## config.mk

```make
export PLATFORM = sky130hd
export DESIGN_NAME = cmb_rotator_ctrl
export DESIGN_NICKNAME = d
export VERILOG_FILES = /design/src/rtl/cmb_rotator_ctrl.sv
export SDC_FILE = /design/constraint.sdc
export NUM_CORES = 1
export LEC_CHECK = 0
export CAP_MARGIN = 25
export CORE_MARGIN = 5
export CORE_UTILIZATION = 57
export CTS_CLUSTER_DIAMETER = 50
export DETAILED_ROUTE_END_ITERATION = 6
export GPL_TIMING_DRIVEN = 0
export HOLD_SLACK_MARGIN = 0.03
export PLACE_DENSITY = 0.82
export SETUP_SLACK_MARGIN = 0.1
export SLEW_MARGIN = 30
export SYNTH_ARGS = -nofsm -noshare
export SYNTH_HDL_FRONTEND = slang
export SYNTH_SLANG_ARGS = --single-unit
export TNS_END_PERCENT = 100
```

## constraint.sdc

```tcl
create_clock -name clk50 -period 10.8 [get_ports clk50]
set_input_delay 2.16 -clock clk50 [delete_from_list [all_inputs] [get_ports clk50]]
set_output_delay 2.16 -clock clk50 [all_outputs]
set_load 0.01 [all_outputs]
```

## src/rtl/cmb_rotator_ctrl.sv

```systemverilog
// Front-panel controller for the CMB rotator/stepper bench: rotator clock divider,
// gated stepper clock, step position counter, RF switch select and 7-segment display.
module cmb_rotator_ctrl #(
    parameter int unsigned ROT_DIV   = 25,
    parameter int unsigned STEPS_REV = 1000,
    parameter int unsigned SCAN_DIV  = 16
) (
    input  logic       clk50,
    input  logic [3:0] pb,
    input  logic [7:0] sw,
    output logic       debug,
    output logic       rot_clk,
    output logic       adc_trg,
    output logic       stp_clk,
    output logic [3:0] digit,
    output logic [3:0] rf_sw,
    output logic [7:0] led,
    output logic [7:0] seg,
    output logic [9:0] rot_count
);
    localparam int unsigned DIV_W  = (ROT_DIV  > 1) ? $clog2(ROT_DIV)  : 1;
    localparam int unsigned SCAN_W = (SCAN_DIV > 1) ? $clog2(SCAN_DIV) : 1;

    logic              rst_n;
    logic [2:0]        sync1, sync2, sync3, btn_pulse;
    logic              home_p, step_p, run_p;
    logic [DIV_W-1:0]  div_cnt;
    logic [SCAN_W-1:0] scan_cnt;
    logic [1:0]        slot, slot_nxt;
    logic              run, step_pending;
    logic              div_wrap, tick, fall, exec_step, scan_wrap;
    logic [1:0]        ch, ch_nxt;
    logic [9:0]        count_nxt;
    logic [11:0]       bcd;
    logic [3:0]        disp_val;
    logic              unused_sw;

    assign rst_n     = pb[0];
    assign unused_sw = ^sw[7:3];

    function automatic logic [11:0] bin2bcd(input logic [9:0] bin);
        logic [11:0] acc;
        logic [9:0]  b;
        acc = '0;
        b   = bin;
        for (int unsigned i = 0; i < 10; i++) begin
            if (acc[3:0]  >= 4'd5) acc[3:0]  = acc[3:0]  + 4'd3;
            if (acc[7:4]  >= 4'd5) acc[7:4]  = acc[7:4]  + 4'd3;
            if (acc[11:8] >= 4'd5) acc[11:8] = acc[11:8] + 4'd3;
            acc = {acc[10:0], b[9]};
            b   = b << 1;
        end
        return acc;
    endfunction

    function automatic logic [7:0] seg7(input logic [3:0] v);
        case (v)
            4'd0:    return 8'hC0;
            4'd1:    return 8'hF9;
            4'd2:    return 8'hA4;
            4'd3:    return 8'hB0;
            4'd4:    return 8'h99;
            4'd5:    return 8'h92;
            4'd6:    return 8'h82;
            4'd7:    return 8'hF8;
            4'd8:    return 8'h80;
            4'd9:    return 8'h90;
            default: return 8'hFF;
        endcase
    endfunction

    // Button edge pulses are registered, giving three cycles from pin to action.
    always_ff @(posedge clk50 or negedge rst_n) begin
        if (!rst_n) begin
            sync1     <= '0;
            sync2     <= '0;
            sync3     <= '0;
            btn_pulse <= '0;
        end else begin
            sync1     <= pb[3:1];
            sync2     <= sync1;
            sync3     <= sync2;
            btn_pulse <= sync2 & ~sync3;
        end
    end

    assign home_p = btn_pulse[0];
    assign step_p = btn_pulse[1];
    assign run_p  = btn_pulse[2];

    assign div_wrap  = (div_cnt == DIV_W'(ROT_DIV - 1));
    assign tick      = div_wrap & ~rot_clk;
    assign fall      = div_wrap & rot_clk;
    assign exec_step = tick & (run | step_pending) & ~home_p;
    assign scan_wrap = (scan_cnt == SCAN_W'(SCAN_DIV - 1));

    // Display is driven from next-state values so seg/digit agree with the other outputs.
    always_comb begin
        count_nxt = rot_count;
        ch_nxt    = ch;
        slot_nxt  = slot;
        disp_val  = '0;
        if (home_p)
            count_nxt = '0;
        else if (exec_step)
            count_nxt = (rot_count == 10'(STEPS_REV - 1)) ? '0 : rot_count + 10'd1;
        if (!sw[2])
            ch_nxt = sw[1:0];
        else if (exec_step)
            ch_nxt = ch + 2'd1;
        if (scan_wrap)
            slot_nxt = slot + 2'd1;
        bcd = bin2bcd(count_nxt);
        case (slot_nxt)
            2'd0:    disp_val = bcd[3:0];
            2'd1:    disp_val = bcd[7:4];
            2'd2:    disp_val = bcd[11:8];
            default: disp_val = {2'b00, ch_nxt};
        endcase
    end

    always_ff @(posedge clk50 or negedge rst_n) begin
        if (!rst_n) begin
            div_cnt      <= '0;
            rot_clk      <= 1'b0;
            stp_clk      <= 1'b0;
            adc_trg      <= 1'b0;
            rot_count    <= '0;
            run          <= 1'b0;
            step_pending <= 1'b0;
            ch           <= '0;
            rf_sw        <= 4'b0001;
        end else begin
            div_cnt <= div_wrap ? '0 : div_cnt + DIV_W'(1);
            if (div_wrap)
                rot_clk <= ~rot_clk;
            adc_trg <= exec_step;
            if (exec_step)
                stp_clk <= 1'b1;
            else if (fall)
                stp_clk <= 1'b0;
            rot_count <= count_nxt;
            if (home_p)
                run <= 1'b0;
            else if (run_p)
                run <= ~run;
            if (home_p)
                step_pending <= 1'b0;
            else if (exec_step)
                step_pending <= step_p & ~run;
            else if (step_p & ~run)
                step_pending <= 1'b1;
            ch    <= ch_nxt;
            rf_sw <= 4'b0001 << ch_nxt;
        end
    end

    always_ff @(posedge clk50 or negedge rst_n) begin
        if (!rst_n) begin
            scan_cnt <= '0;
            slot     <= '0;
            digit    <= 4'b1110;
            seg      <= 8'hC0;
        end else begin
            scan_cnt <= scan_wrap ? '0 : scan_cnt + SCAN_W'(1);
            slot     <= slot_nxt;
            digit    <= ~(4'b0001 << slot_nxt);
            seg      <= seg7(disp_val);
        end
    end

    assign debug = run;
    assign led   = {rf_sw, run, stp_clk, rot_count[1:0]};

endmodule

```

Word level (Yosys, flattened, before mapping) --
Memory sizes are Yosys's and may differ from the RTL's. A register that Yosys moved wholly into a read port is not among the register bits. Index checks and enable logic that the tools add are counted.
Storage, ports and cells: output and inout port bits 38, input port bits 13, register bits 56, logic and storage cells 99, memories 1, memory bits (read-only) 112
Memory list:
- (no name shown) | words 16, bits a word 7, rd ports 1, clocked after memory_dff 1, wr ports 0, line 57 | case (v)
Operators by class: eq/ne operators 5, reduce and logical (&&, ||, !) cells 5, magnitude comparators 12, muxes and demuxes 28, add/subtract/negate cells 17, shift-type cells 2, bitwise operators 12
Operators by type and width (number):
- 4-bit 2-to-1 mux | 12
- 4-bit by 2-bit adder with 4-bit output (second input constant) | 9
- 4-bit by 3-bit greater-or-equal comparator with 1-bit output (second input constant) | 9
- 10-bit 2-to-1 mux | 3
- 4-bit one-hot mux with 3 select lines | 1
- 10-bit by 1-bit adder with 10-bit output (second input constant) | 1
- 10-bit equality test (second input constant) | 1
- 3-bit greater-or-equal comparator (second input constant) | 3
- 3-bit by 2-bit adder with 4-bit output (second input constant) | 2
- 1-bit by 2-bit left shift with 4-bit output (first input constant) | 2
- 1-bit 2-to-1 mux | 7
- 2-bit 2-to-1 mux | 3
- 5-bit by 1-bit adder with 5-bit output (second input constant) | 1
- 1-bit AND | 5
- 5-bit equality test (second input constant) | 1
- 5-bit 2-to-1 mux | 1
- 2-bit by 1-bit adder with 2-bit output (second input constant) | 2
- 4-bit by 1-bit adder with 4-bit output (second input constant) | 1
- 4-bit equality test (second input constant) | 1
- 4-bit NOT | 1
- 2-bit nonzero test | 2
- 3-bit by 2-bit adder with 3-bit output (second input constant) | 1
- 3-bit AND | 1
- 3-bit 2-to-1 mux | 1
- other kinds (8) | 10

Logic depth before layout (Yosys ltp) --
Gate-level depths: netlist of the first run.
word-level depth 21, mapped depth 45, depth with buffers taken out 44

Worst setup path before layout of the first run --
Ideal clock, no wire load.
path kind register to register, from register div_cnt[0], to register seg[5], arrival 7733 ps, required time 10662 ps, library setup time 138 ps, setup slack 2929 ps, stages on the path, launching flop included 42, period minus slack after synthesis 7871 ps, buffers on the path 0, cell sequence dfrtp_1 > inv_1 > ha_1 > nand4b_4 > or4_4 > or3_1 > nand2_1 > nand2_1 > inv_2 > ha_1 > nor3_1 > o21ai_0 > o31ai_4 > a211oi_2 > mux2i_2 > ha_1 > a21oi_1 > o22ai_1 > [6 not listed] > xnor2_4 > inv_2 > ha_1 > nor3_1 > o32a_1 > mux2_4 > ha_1 > a31oi_1 > a311oi_2 > o21ai_0 > xor2_1 > nor2_1 > o21ai_0 > inv_1 > ha_1 > inv_1 > mux2_2 > mux2i_1
Between the ends: longest elaborated chain between the ends 21, elaborated cells on any way between the ends 45, those cells by class add/sub: 12; order compare: 12; eq/ne: 1; mux: 17; bitwise: 3
Ends and longest elaborated chain:
- from (decl) | line 27 | logic [DIV_W-1:0] div_cnt;
- from (signal assigned) | line 134 | div_cnt <= div_wrap ? '0 : div_cnt + DIV_W'(1);
- 5-bit equality test (*) | line 91 | assign div_wrap = (div_cnt == DIV_W'(ROT_DIV - 1));
- 1-bit AND (*) | line 92 | assign tick = div_wrap & ~rot_clk;
- 1-bit AND (*) (2 in a row) | line 94 | assign exec_step = tick & (run | step_pending) & ~home_p;
- 10-bit 2-to-1 mux (*) | line 105 | else if (exec_step)
- 10-bit 2-to-1 mux (*) | line 103 | if (home_p)
- named net count_nxt[7] | line 33 | logic [9:0] count_nxt;
- 3-bit by 2-bit adder with 4-bit output / 3-bit greater-or-equal comparator (equally long branches) | line 47 | if (acc[3:0] >= 4'd5) acc[3:0] = acc[3:0] + 4'd3;
- 4-bit 2-to-1 mux (*) | line 47
- [5 not listed]
- 4-bit 2-to-1 mux, on equally long branches | line 47, 48
- 4-bit by 2-bit adder with 4-bit output, or another cell as far along | line 48 | if (acc[7:4] >= 4'd5) acc[7:4] = acc[7:4] + 4'd3;
- 4-bit 2-to-1 mux, on equally long branches | line 48, 47
- 4-bit by 2-bit adder with 4-bit output, or another cell as far along | line 48
- 4-bit 2-to-1 mux, on equally long branches | line 48, 47
- 4-bit by 2-bit adder with 4-bit output, or another cell as far along | line 48
- 4-bit 2-to-1 mux, or another cell as far along | line 48
- 4-bit one-hot mux with 3 select lines (*) | line 114 | case (slot_nxt)
- to (decl) | line 18 | output logic [7:0] seg,
The timed path passes the listed nets; every way through them passes the cells marked *. A chain may end at the register's enable or synchronous reset.

Final worst setup path of the first run --
from register div_cnt[0], to register seg[0]
The elaborated chain is that of the path after synthesis.

==> results of run 1 <==
power breakdown:
part | total (mW) | leakage, nW | switching, mW | internal [mW]
Clock | 0.120 | 0.0467 | 0.0720 | 0.0482
Combinational | 0.0524 | 1.21 | 0.0240 | 0.0284
Sequential | 0.220 | 0.669 | 0.00476 | 0.215
Total | 0.392 | 1.93 | 0.101 | 0.291
registers in the layout, summed over array words and instances, names as in the netlist:
| register | flops |
|---|---|
| rot_clk | 1 |
| slot | 2 |
| ch | 2 |
| sync1 | 3 |
| digit | 4 |
| adc_trg | 1 |
| rot_count | 10 |
| seg | 7 |
| step_pending | 1 |
| btn_pulse | 3 |
| stp_clk | 1 |
| rf_sw | 4 |
| sync2 | 3 |
| scan_cnt | 4 |
| debug | 1 |
| sync3 | 3 |
| div_cnt | 5 |
how the worst max path moves through the flow:
stage / startpoint / to / slack (ps) / depth (start not counted)
after floorplan: div_cnt[0] / seg[5] / 2930 / 41
after global placement: div_cnt[0] / seg[5] / 1910 / 41
final: div_cnt[0] / seg[0] / 1580 / 39
after global routing: rot_count[0] / seg[3] / 840 / 38
after CTS: div_cnt[0] / seg[0] / 1720 / 40
after detailed placement: div_cnt[0] / seg[3] / 1760 / 39
Yosys cell counts, types with 3 or more instances:
library cell and number:
nand2b_1 9, ha_1 22, or3_1 6, xor2_1 9, nor3_1 17, mux2i_1 12
a22oi_1 5, and4_1 3, dfrtp_1 50, o31ai_1 4, clkbuf_1 4, a31oi_1 5
a21o_1 6, o21ai_0 17, inv_1 32, nand2_1 22, o32ai_1 3, and2_1 5
nand3_1 14, o211ai_1 3, a21oi_1 22, nand4_1 7, o21a_1 3, a211oi_1 5
o21ai_1 6, nor2_1 43, inv_2 4, dfstp_2 5, mux2_2 5, buf_4 9
nor2b_1 9, o2bb2ai_1 3, xnor2_1 12
per-layer routing:
metal  vias to the layer above  GRT usage (%)  part of all wire [%]
met5                         -              0                     0
met4                         0           5.41                  0.97
met3                        11           3.98                   4.7
met2                        90           36.3                    50
met1                      1710           25.6                    44
li1                       1728              -                     -
logic make-up after synthesis:
kind of cell	Yosys count	synth area share (%)
xor+xnor	23	5.57
other cells	1	0.0917
flops	55	33.8
simple gates	156	20.4
buf+inv	51	6.00
fa+ha+maj	22	6.73
compound gates	120	22.3
mux	19	5.02
per-stage QoR:
step                total power [mW]  instances  area [sq um]  hold slack [ps]
floorplan                      0.247        447          4090              331
global placement               0.274        587          4650              334
detailed placement             0.277        588          4670              335
CTS                            0.396        596          4770              354
global route                   0.411        596          4770              360
finish                         0.392        596          4770              350
worst max-delay path, delay by kind of cell (launching register included):
family	cells	cell delay [ps]
mux	3	870
buf+inv	4	430
fa+ha+maj	7	1830
compound gates	14	3500
xor+xnor	2	320
simple gates	9	1720
flops	1	430
final cells by class:
type | count | area [sq um]
Inverter | 37 | 151
Multi-Input combinational cell | 341 | 2460
Timing Repair Buffer | 45 | 465
Buffer | 14 | 93.8
Fill cell | 539 | 2100
Clock inverter | 3 | 27.5
Sequential cell | 55 | 1380
Clock buffer | 5 | 68.8
Tap cell | 96 | 120
cell usage in the layout (no fill, tap or decap), types with 6 or more instances in the layout:
| cell | netlist | final |
|---|---|---|
| buf_4 | 9 | 10 |
| mux2i_1 | 12 | 12 |
| inv_1 | 32 | 32 |
| a21oi_1 | 22 | 22 |
| nor2_1 | 43 | 43 |
| nor3_1 | 17 | 17 |
| nand2b_1 | 9 | 9 |
| nand2_1 | 22 | 22 |
| nand4_1 | 7 | 7 |
| clkdlybuf4s50_1 | 0 | 43 |
| a21o_1 | 6 | 6 |
| dfrtp_1 | 50 | 50 |
| or3_1 | 6 | 6 |
| o21ai_1 | 6 | 6 |
| xor2_1 | 9 | 9 |
| o21ai_0 | 17 | 17 |
| xnor2_1 | 12 | 12 |
| nand3_1 | 14 | 14 |
| nor2b_1 | 9 | 9 |
| ha_1 | 22 | 22 |
==> metrics.md, run 1 <==
| Metric | Value |
|---|---|
| Worst reg2reg path startpoint | `div_cnt[0]` |
| Hold EP | `sync2[2]` |
| Antenna Nets Post-Route | `0` |
| Initial antenna violation count | `0` |
| Syn Nets | `482` |
| Total wire length | `8.80 mm` |
| Largest net degree at the start of global routing | `48` |
| Leak | `1.93 nW` |
| Worst-margin pin slew | `774 ps` |
| Post-Syn Area | `4090 sq um` |
| CP Max Fanout | `6` |
| Setup WS pre-CTS | `1760 ps` |
| Crit path DAT | `9410 ps` |
| CTS Hold Buffers Added | `0` |
| Buffers on Ports | `44` |
| Die area | `8970 sq um` |
| Worst EP required | `10980 ps` |
| Type of origin of the critical path | `flip-flop` |
| DRT iter0 DRCs | `210` |
| Area share of the leading cell type in the synthesized netlist | `30.6%` |
| Latest clock arrival within the worst-skew pair | `310 ps` |
| Router iterations before antenna repair | `5` |
| Synth Flop Type | `dfrtp_1` |
| Post-synthesis cell type count | `86` |
| Post-synthesis async set-or-reset flop share | `100%` |
| I/O pins | `51` |
| Nets | `534` |
| Crit end category | `flip-flop` |
| DRC | `0` |
| Placer Congestion | `0.940` |
| Setup Fix Bufs, Post-CTS | `0` |
| First-pass GRT wire length | `15.0 mm` |
| Skew final | `10.0 ps` |
| # resized after CTS | `0` |
| Htree depth | `2` |
| Vias in the first global route | `3382` |
| Post-layout util | `69.5%` |
| Routed vias | `3539` |
| Die Wd | `94.7 um` |
| Reg2Reg Setup Slack | `1580 ps` |
| Vias per inst | `5.94` |
| DP Wirelength | `6.79 mm` |
| Final min period | `9220 ps` |
| Grt ovf | `0` |
| CP max stage cell | `o21ai_0` |
| Outcome | `completed` |
| Hold path startpoint | `sync1[2]` |
| Seq cells post-synth | `55` |
| Slew margin rel. | `47.9%` |
| CTS tree | `built` |
| Final setup vio count | `0` |
| Drt wl/cell | `14.8 um` |
| Max Cap Viol | `0` |
| Crit Path Class | `reg2reg` |
| Yosys warns | `0` |
| Clock tree sinks | `55` |
| Pwr dens | `82.2 nW/um^2` |
| CTS clk-pin slew, worst paths | `110 ps` |
| Hold depth | `0` |
| Starting Density | `59.5%` |
| Final WS setup | `1580 ps` |
| Largest stage delay, worst path | `620 ps` |
| Row Count | `30` |
| Worst r2r path cells | `39` |
| Avg Inst Size Synth | `9.15 sq um` |
| Reg2reg end | `seg[0]` |
| Antenna cells | `0` |
| F_max | `108 MHz` |
| Class of the worst hold path | `reg2reg` |
| Die height | `94.7 um` |
| Core area | `6870 sq um` |
| Fraction of layout cells with a size suffix above 1 | `12.4%` |
| Fin crit share | `85.4%` |
| Sequential area share after synthesis | `33.8%` |
| Synth area leader | `dfrtp_1` |
| TritonCTS Buffers | `5` |
| Final TNS setup | `0 ps` |
| Syn Inst Count | `447` |
| RSZ-0062 raised after global routing | `no` |
| Clock root cell | `clkbuf_8` |
| Top cells by area, synth | `dfrtp_1, ha_1, nor2_1` |
| Count of pins over their slew limit | `0` |
| Clk buf depth | `2` |
| Peak supply drop | `0.0000929 V` |
| Post-synth EDFFs | `0` |
| Total Routing Usage GR | `20.5%` |
| Fin. Hold Viols | `0` |
| Synth-to-Final Area Change | `16.7%` |
| Crit-path most repeated cell | `ha_1` |
Power figures use the tool's default switching activity.
==> run 2, diff against run 1 <==
--- a/config.mk
+++ b/config.mk
@@ -14,7 +14,7 @@
 export HOLD_SLACK_MARGIN = 0.03
 export PLACE_DENSITY = 0.82
 export SETUP_SLACK_MARGIN = 0.1
-export SLEW_MARGIN = 30
+export SLEW_MARGIN = 0
 export SYNTH_ARGS = -nofsm -noshare
 export SYNTH_HDL_FRONTEND = slang
 export SYNTH_SLANG_ARGS = --single-unit
==> run 2 against run 1 <==
  * Clock skew up 0.51 ps
  * Global-route usage up 0.11 points
  * Register-to-register slack better by 70 ps
  * Fmax up 0.76%
  * Via count down 0.25%
  * Final cell count unchanged
  * Highest routed layer unchanged
  * Combinational power down 0.8%
  * Non-clock buffer count unchanged
  * Power down 0.73%
  * Sequential share of layout area up 0.061 points
  * Die area unchanged
  * Cell area down 0.21%
==> metrics.md, run 2 (synthesis gave the netlist of run 1 again) <==
| Metric | Value |
|---|---|
| CTS Hold Buffers Added | `0` |
| Final setup vio count | `0` |
| Setup Fix Bufs, Post-CTS | `0` |
| Skew final | `10.5 ps` |
| Vias per inst | `5.92` |
| Die Wd | `94.7 um` |
| Die height | `94.7 um` |
| Die area | `8970 sq um` |
| Worst EP required | `10980 ps` |
| Met1 Track Usage GR | `25.1%` |
| Starting Density | `59.5%` |
| DRC | `0` |
| CTS tree | `built` |
| Crit-path most repeated cell | `ha_1` |
| Total Routing Usage GR | `20.6%` |
| Fin crit share | `84.7%` |
| Fillers | `547` |
| DP Wirelength | `6.92 mm` |
| CP Max Fanout | `6` |
| Area occupied by multi-input gates | `2460 sq um` |
| Count of pins over their slew limit | `0` |
| Drt wl/cell | `14.9 um` |
| Router iterations before antenna repair | `4` |
| First-pass GRT wire length | `15.1 mm` |
| Largest stage delay, worst path | `590 ps` |
| Fraction of layout cells with a size suffix above 1 | `12.4%` |
| Buffers on Ports | `44` |
| Placed Area | `4660 sq um` |
| Class of the worst hold path | `reg2reg` |
| Nets | `534` |
| Worst-margin pin slew | `750 ps` |
| RSZ-0062 raised after global routing | `no` |
| Commonest non-fill, non-tap cells in the layout | `dfrtp_1, nor2_1, clkdlybuf4s50_1` |
| Htree depth | `2` |
| Leak | `1.92 nW` |
| Max Cap Viol | `0` |
| F_max | `109 MHz` |
| Non-Filler Instances | `596` |
| CP max stage cell | `o21ai_0` |
| Placer Congestion | `0.940` |
| Clock tree sinks | `55` |
| # resized after CTS | `0` |
| Antenna Nets Post-Route | `0` |
| Clk buf depth | `2` |
| Outcome | `completed` |
| Initial antenna violation count | `0` |
| TritonCTS Buffers | `5` |
| Peak supply drop | `0.0000937 V` |
| Most common cell after layout, fill and taps aside | `dfrtp_1` |
| Final instance area | `4760 sq um` |
| Crit path DAT | `9330 ps` |
| Crit Path Class | `reg2reg` |
| Biggest register | `rot_count` |
| Biggest regs | `rot_count (10), seg (7), div_cnt (5)` |
| Max reg flops | `10` |
| Row Count | `30` |
| Global routing met3 resource utilization | `3.51%` |
| Grt ovf | `0` |
| Synth-to-Final Area Change | `16.4%` |
| Routed vias | `3530` |
| Final min period | `9150 ps` |
| Type of origin of the critical path | `flip-flop` |
| GRT met2 Usage | `37.5%` |
| Latest clock arrival within the worst-skew pair | `310 ps` |
| Crit end category | `flip-flop` |
| Antenna cells | `0` |
| Largest net degree at the start of global routing | `42` |
| CTS clk-pin slew, worst paths | `110 ps` |
| Gr busiest metal | `met2` |
| Sequential cell area | `1380 sq um` |
| I/O pins | `51` |
| Post-layout util | `69.3%` |
| Core area | `6870 sq um` |
| Pwr dens | `81.8 nW/um^2` |
| Vias in the first global route | `3415` |
| DRT iter0 DRCs | `162` |
| Placed cells | `588` |
| Total wire length | `8.88 mm` |
| Fin. Hold Viols | `0` |
| Slew margin rel. | `49.6%` |
| Final TNS setup | `0 ps` |
| Clock root cell | `clkbuf_8` |
==> run 2: changes by cell type in the layout (fill, tap and decap cells not counted), sizes merged <==
cell / delta
clkinv: +1
inv: -1
==> run 2: cell type report <==
class / count / share of cell area (%)
Tap cell: 96 / 2.52
Sequential cell: 55 / 29.0
Clock buffer: 5 / 1.45
Timing Repair Buffer: 45 / 9.57
Multi-Input combinational cell: 341 / 51.7
Buffer: 14 / 1.97
Clock inverter: 3 / 0.578
Inverter: 37 / 3.18
==> run 2: path summary, 6_finish.rpt <==
path / from / end / slack (ps) / depth (start not counted)
worst max-delay path: div_cnt[0] / seg[0] / 1650 / 40
worst min-delay path: sync1[2] / sync2[2] / 350 / 0
worst max register to register: div_cnt[0] / seg[0] / 1650 / 40
worst min register to register: sync1[2] / sync2[2] / 350 / 0
max in group asynchronous: pb[0] / rf_sw[0] / 8490 / 2
min in group asynchronous: pb[0] / seg[2] / 1740 / 1
==> run 2: metal layers <==
layer | up-vias | wire, um
li1 | 1727 | -
met1 | 1711 | 3860
met2 | 78 | 4540
met3 | 14 | 364
met4 | 0 | 119
met5 | - | 0
==> run 2: critical path, delay by kind of cell (launching register included) <==
kind                     cells  cell delay, ps
flip-flops                   1             430
multiplexers                 3             860
AND/OR/NAND/NOR              9            1720
adder cells (fa/ha/maj)      7            1860
AO/OA/AOI/OAI               15            3340
buffers and inverters        4             420
XOR/XNOR                     2             380
==> run 2: where the power goes <==
| group | internal (mW) | total (mW) | switching (mW) |
|---|---|---|---|
| logic | 0.0280 | 0.0520 | 0.0239 |
| registers | 0.215 | 0.220 | 0.00470 |
| clock network | 0.0477 | 0.118 | 0.0701 |
==> run 2: through the flow <==
| step | power (mW) | hold slack [ps] | worst slack [ps] |
|---|---|---|---|
| CTS | 0.393 | 353 | 1740 |
| floorplan | 0.247 | 331 | 2930 |
| finish | 0.389 | 350 | 1650 |
| global route | 0.409 | 365 | 870 |
| global placement | 0.274 | 334 | 1910 |
| detailed placement | 0.276 | 335 | 1790 |
